--- src/rtl/chr_reader_pkg.sv ---
// CHR read-port shared types: FSM encoding plus the byte-address to SRAM-word map
// used by both the boot loader and the PPU-side reader.
package chr_reader_pkg;

  typedef enum logic [1:0] {
    IDLE   = 2'd0,
    ACCESS = 2'd1,
    ACK    = 2'd2
  } state_t;

  typedef struct packed {
    logic [19:0] word;
    logic        lane;
  } chr_loc_t;

  // Bit 3 picks the byte lane, so the two bit-planes of a tile row share one word.
  function automatic chr_loc_t chr_map(input logic [19:0] byte_addr);
    chr_loc_t loc;
    loc.word = {1'b0, byte_addr[19:4], byte_addr[2:0]};
    loc.lane = byte_addr[3];
    return loc;
  endfunction

  function automatic logic [15:0] chr_fmt(input logic [15:0] word, input logic pair,
                                          input logic lane);
    logic [15:0] res;
    if (pair) res = word;
    else      res = {8'h00, (lane ? word[15:8] : word[7:0])};
    return res;
  endfunction

endpackage

--- src/rtl/chr_reader.sv ---
// PPU pattern fetch port on the CHR SRAM: miss = WAIT_CYCLES bus cycles then a 1-cycle ack,
// last-word hit acks the cycle after accept; the requester holds i_req until ack (no other backpressure).
module chr_reader
  import chr_reader_pkg::*;
#(
  parameter int WAIT_CYCLES = 2
) (
  input  logic        i_clk,
  input  logic        i_rstn,
  input  logic        i_load_done,
  input  logic        i_req,
  input  logic [19:0] i_addr,
  input  logic        i_pair,
  output logic        o_ack,
  output logic [15:0] o_rdata,
  output logic [19:0] o_sram_addr,
  output logic [15:0] o_sram_wdata,
  input  logic [15:0] i_sram_rdata,
  output logic        o_sram_oe_n,
  output logic        o_sram_we_n,
  output logic        o_sram_ub_n,
  output logic        o_sram_lb_n
);

  localparam logic [3:0] LAST_CNT = 4'(WAIT_CYCLES - 1);

  state_t      state, state_nxt;
  logic [3:0]  cnt;
  chr_loc_t    in_loc, req_loc;
  logic        req_pair;
  logic        buf_vld;
  logic [19:0] buf_tag;
  logic [15:0] buf_dat;
  logic        accept, hit, last;

  assign o_sram_wdata = 16'h0000;
  assign o_sram_we_n  = 1'b1;

  always_comb begin
    in_loc    = chr_map(i_addr);
    accept    = (state == IDLE) && i_req && i_load_done;
    hit       = buf_vld && (buf_tag == in_loc.word);
    last      = (cnt == LAST_CNT);
    state_nxt = state;
    if (!i_load_done) begin
      state_nxt = IDLE;
    end else begin
      case (state)
        IDLE:    if (accept) state_nxt = hit ? ACK : ACCESS;
        ACCESS:  if (last) state_nxt = ACK;
        ACK:     state_nxt = IDLE;
        default: state_nxt = IDLE;
      endcase
    end
  end

  always_ff @(posedge i_clk or negedge i_rstn) begin
    if (!i_rstn) state <= IDLE;
    else         state <= state_nxt;
  end

  // Pins are driven from the next state so the bus and ack line up with the FSM without extra delay.
  always_ff @(posedge i_clk or negedge i_rstn) begin
    if (!i_rstn) begin
      o_ack       <= 1'b0;
      o_sram_addr <= '0;
      o_sram_oe_n <= 1'b1;
      o_sram_ub_n <= 1'b1;
      o_sram_lb_n <= 1'b1;
    end else begin
      o_ack <= (state_nxt == ACK);
      if (state_nxt == ACCESS) begin
        o_sram_addr <= (state == IDLE) ? in_loc.word : req_loc.word;
        o_sram_oe_n <= 1'b0;
        o_sram_ub_n <= 1'b0;
        o_sram_lb_n <= 1'b0;
      end else begin
        o_sram_addr <= '0;
        o_sram_oe_n <= 1'b1;
        o_sram_ub_n <= 1'b1;
        o_sram_lb_n <= 1'b1;
      end
    end
  end

  always_ff @(posedge i_clk or negedge i_rstn) begin
    if (!i_rstn) begin
      cnt      <= '0;
      req_loc  <= '0;
      req_pair <= 1'b0;
      o_rdata  <= '0;
      buf_vld  <= 1'b0;
      buf_tag  <= '0;
      buf_dat  <= '0;
    end else begin
      if (accept) begin
        cnt      <= '0;
        req_loc  <= in_loc;
        req_pair <= i_pair;
        if (hit) o_rdata <= chr_fmt(buf_dat, i_pair, in_loc.lane);
      end else if (state == ACCESS) begin
        cnt <= cnt + 4'd1;
      end
      if (state == ACCESS && i_load_done && last) begin
        o_rdata <= chr_fmt(i_sram_rdata, req_pair, req_loc.lane);
        buf_vld <= 1'b1;
        buf_tag <= req_loc.word;
        buf_dat <= i_sram_rdata;
      end
      // Loss of load_done means SRAM contents may change under us.
      if (!i_load_done) buf_vld <= 1'b0;
    end
  end

endmodule

--- config.mk ---
export PLATFORM = sky130hd
export DESIGN_NAME = chr_reader
export DESIGN_NICKNAME = d
export VERILOG_FILES = /design/src/rtl/chr_reader_pkg.sv /design/src/rtl/chr_reader.sv
export SDC_FILE = /design/constraint.sdc
export NUM_CORES = 1
export LEC_CHECK = 0
export ABC_AREA = 0
export ABC_CLOCK_PERIOD_IN_PS = 4710
export CORE_MARGIN = 2
export CORE_UTILIZATION = 55
export DETAILED_ROUTE_END_ITERATION = 6
export PLACE_DENSITY = 0.95
export RECOVER_POWER = 50
export SYNTH_ARGS = -nofsm -noshare
export SYNTH_HDL_FRONTEND = slang
export SYNTH_SLANG_ARGS = --single-unit
export TNS_END_PERCENT = 10
--- constraint.sdc ---
create_clock -name i_clk -period 4.71 [get_ports i_clk]
set_clock_uncertainty 0.2 [all_clocks]
set_input_delay 0.471 -clock i_clk [delete_from_list [all_inputs] [get_ports i_clk]]
set_output_delay 0.471 -clock i_clk [all_outputs]
set_load 0.05 [all_outputs]
==> results.yml <==
outcome:
  status: "finished, violations left"
  violations: "max-capacitance violations, max-slew violations"
cells_and_area:
  fin_util_pct: 68.8
  final_nets: 562
  instances_no_fill: 628
  drive_gt1_share_pct: 11.1
  antenna_cells: 0
  syn2layout_area_growth_pct: 20.0
hold_path:
  worstHoldPathCells: 2
  min_from: "buf_dat[7]$_DFFE_PN0P_"
  hold-path-endpoint: "buf_dat[7]$_DFFE_PN0P_"
  hold_path_class: "reg -> reg"
route:
  first_pass_iters: 5
  drt_iter0_markers: 225
  wl_um: 11300
  vias: 3648
  drc_errors: 0
  ant_nets: 0
  wire_per_inst_um: 18.0
  vias_per_cell: 5.81
clock_network:
  cts_resized: 0
  cts_inserted_buffers: 9
  htree_levels: 3
  cts_tree: "yes"
  clk_pin_slew_ns: 0.08
  cts_root_buf: "clkbuf_8"
  insertion_delay_ns: 0.36
  cts_num_sinks: 100
  cts_buffer_depth: 2
pwr:
  p_per_area_mw_per_mm2: 519
  peakVddDrop_mv: 0.253
  p_leak_nw: 2.72
  finalPower_w: 0.00295
worst_setup_path:
  crit_fanout: 57
  cp_cell_sequence: "dlygate4sd3_1 -> clkbuf_1 -> buf_4"
  worstSetupPathType: "in -> async"
  r2r_start: "state[1]$_DFF_PN0_"
  cp.arrival_ns: 3.62
  end_kind: "async pin"
  r2r-end: "o_rdata[8]$_DFFE_PN0P_"
  required_ns: 4.94
  cp_slowest_cell: "clkbuf_1"
  r2r_slack_ns: 1.54
  r2r_cells: 5
  max_stage_delay_ns: 1.74
  critPathLaunchType: "input pin"
synth:
  synth_top_area_cell: "dfrtp_1"
  yosysWarnings: 0
  ys_ff_latch: 100
  synth.area.top_cells: "dfrtp_1 52%, nand2_1 10%, mux2_2 8.3%"
  avgSynthCellArea_um2: 10.4
  synth_edf_count: 0
  synth_ff_type: "dfrtp_1"
  yosysSeqAreaShare_pct: 52.9
  async_flop_share_pct: 100
  synth.cell_area_mm2: 0.00473
  syn_inst: 456
  synth_top_cell_area_share_pct: 52.4
  ys_types: 35
grt:
  grt.total_usage_pct: 24.6
  overflow: 0
  grt_pass1_vias: 3651
  grt_antenna_before_repair: 0
  grt_max_degree: 58
  grt_first_pass_wirelength_um: 18500
sta:
  fin_setup_tns_ns: 0
  min_period_over_period_pct: 72.0
  max_freq_mhz: 295
  report.final.hold_viol_count: 0
  drv_slew: 45
  worst_pin_slew_ns: 2.45
  slew-limit-headroom_pct: -63.5
  rsz0062_at_grt: "no"
  finalSetupViolCount: 0
  min_period_ns: 3.39
die:
  start_util_pct: 57.3
  die_h_um: 96.8
  dieArea_mm2: 0.00936
  die_x_um: 96.8
  rows: 33
  core_mm2: 0.00826
  pin_count: 98
placed_design:
  dpl.cell_count: 612
  globalplace.congestion: 0.857
  io_buffers: 79
  dpl.hpwl_um: 7470
job:
  cap_violations: 1
==> critical path: cells and delay by family <==
family | cells | cell delay [ns]
buffers and inverters | 3 | 3.09
==> stage by stage <==
| step | instance area [um2] | hold WS [ns] | setup WS (ns) |
|---|---|---|---|
| floorplan | 4790 | -0.0246 | 2.58 |
| global placement | 5470 | 0.254 | 1.50 |
| detailed placement | 5470 | 0.258 | 1.24 |
| CTS | 5690 | 0.280 | 1.56 |
| global route | 5680 | 0.298 | 0.792 |
| finish | 5680 | 0.280 | 1.32 |
==> cell type report <==
cell class | count | area (um2)
fill | 561 | 2580
inverter | 11 | 41.3
tap | 105 | 131
sequential | 100 | 2500
multi-input combinational | 311 | 1960
clock inverter | 1 | 30.0
clock buffer | 14 | 173
timing repair buffer | 86 | 840
==> report_power, final <==
part | total, W | switching [W] | internal [W]
clock network | 0.000568 | 0.000281 | 0.000287
logic | 0.00107 | 0.000659 | 0.000411
registers | 0.00131 | 0.000192 | 0.00112
total | 0.00295 | 0.00113 | 0.00181
==> how the worst max path moves through the flow <==
stage | start | endpoint | slack, ns | depth (start not counted)
after global placement | i_load_done | o_rdata[13]$_DFFE_PN0P_ | 1.50 | 6
after detailed placement | i_load_done | o_rdata[8]$_DFFE_PN0P_ | 1.24 | 6
final | i_rstn | o_sram_addr[7]$_DFF_PN0_ | 1.32 | 3
after CTS | i_load_done | o_rdata[8]$_DFFE_PN0P_ | 1.56 | 6
after floorplan | i_pair | o_rdata[1]$_DFFE_PN0P_ | 2.58 | 5
after global routing | i_rstn | buf_tag[7]$_DFFE_PN0P_ | 0.79 | 3
==> what timing repair did <==
action                                 in CTS  in global routing
hold buffers                                1                  0
setup buffers                               0                  0
endpoints found under the hold margin      43                  0
==> layer usage <==
metal  GRT usage [%]  wire [um]  up-vias
met2            40.7       5810      185
met4            8.56        169        0
li1                -          -     1617
met3            5.20        751       18
met1            32.4       4580     1828
met5               0          0        -
==> cell usage after synthesis, types with 2 or more instances <==
master    count
a221oi_1      8
xor2_1       18
buf_4        21
nand3_1       2
nor4_1        4
nand4_1       7
a211oi_1     20
o211ai_1      6
inv_1        11
buf_1         3
ha_1          2
clkbuf_1     14
nand2_1     129
nand2b_1      4
buf_2        11
a21oi_1      12
a311o_1       2
conb_1        2
nor2b_1       2
nor2_1        6
xnor2_1       4
dfrtp_1      99
mux2_2       35
and3_1        3
mux2i_1      21
==> logic make-up (layout without fill, tap and decap cells) <==
family	count (synthesis)	after routing	synth area share, %
other	2	18	0.159
AND/OR/NAND/NOR	162	162	14.7
flip-flops	100	100	52.9
AO/OA/AOI/OAI	51	51	7.91
adder cells (fa/ha/maj)	2	2	0.529
buffers and inverters	61	112	6.95
XOR/XNOR	22	22	4.07
multiplexers	56	56	12.8
==> cells in the final DEF (no fill, tap or decap), drive strengths merged <==
| master | instances |
|---|---|
| xnor2 | 4 |
| nand4 | 7 |
| nor4 | 4 |
| bufinv | 1 |
| o21ai | 1 |
| nand3 | 2 |
| a311o | 2 |
| or3b | 1 |
| mux2i | 21 |
| clkbuf | 15 |
| nor3b | 2 |
| dfrtp | 99 |
| a211oi | 20 |
| clkdlybuf4s50 | 57 |
| a21o | 1 |
| and3 | 3 |
| xor2 | 18 |
| mux2 | 35 |
| buf | 6 |
| a21oi | 13 |
| dfstp | 1 |
| ha | 2 |
| nor2 | 6 |
| and4 | 1 |
| nand2 | 129 |
| nor3 | 1 |
| nor2b | 2 |
| nand2b | 4 |
| a221oi | 8 |
| o211ai | 6 |
| inv | 11 |
| dlygate4sd3 | 22 |
| conb | 18 |
==> flip-flops by register name, summed over array words and instances (netlist names) <==
| signal | cells |
|---|---|
| buf_dat | 16 |
| state | 2 |
| o_ack | 1 |
| buf_tag | 19 |
| buf_vld | 1 |
| req_loc | 20 |
| cnt | 4 |
| o_sram_addr | 19 |
| o_rdata | 16 |
| req_pair | 1 |
| o_sram_lb_n | 1 |
No activity file was read; power rests on OpenSTA's default activity.
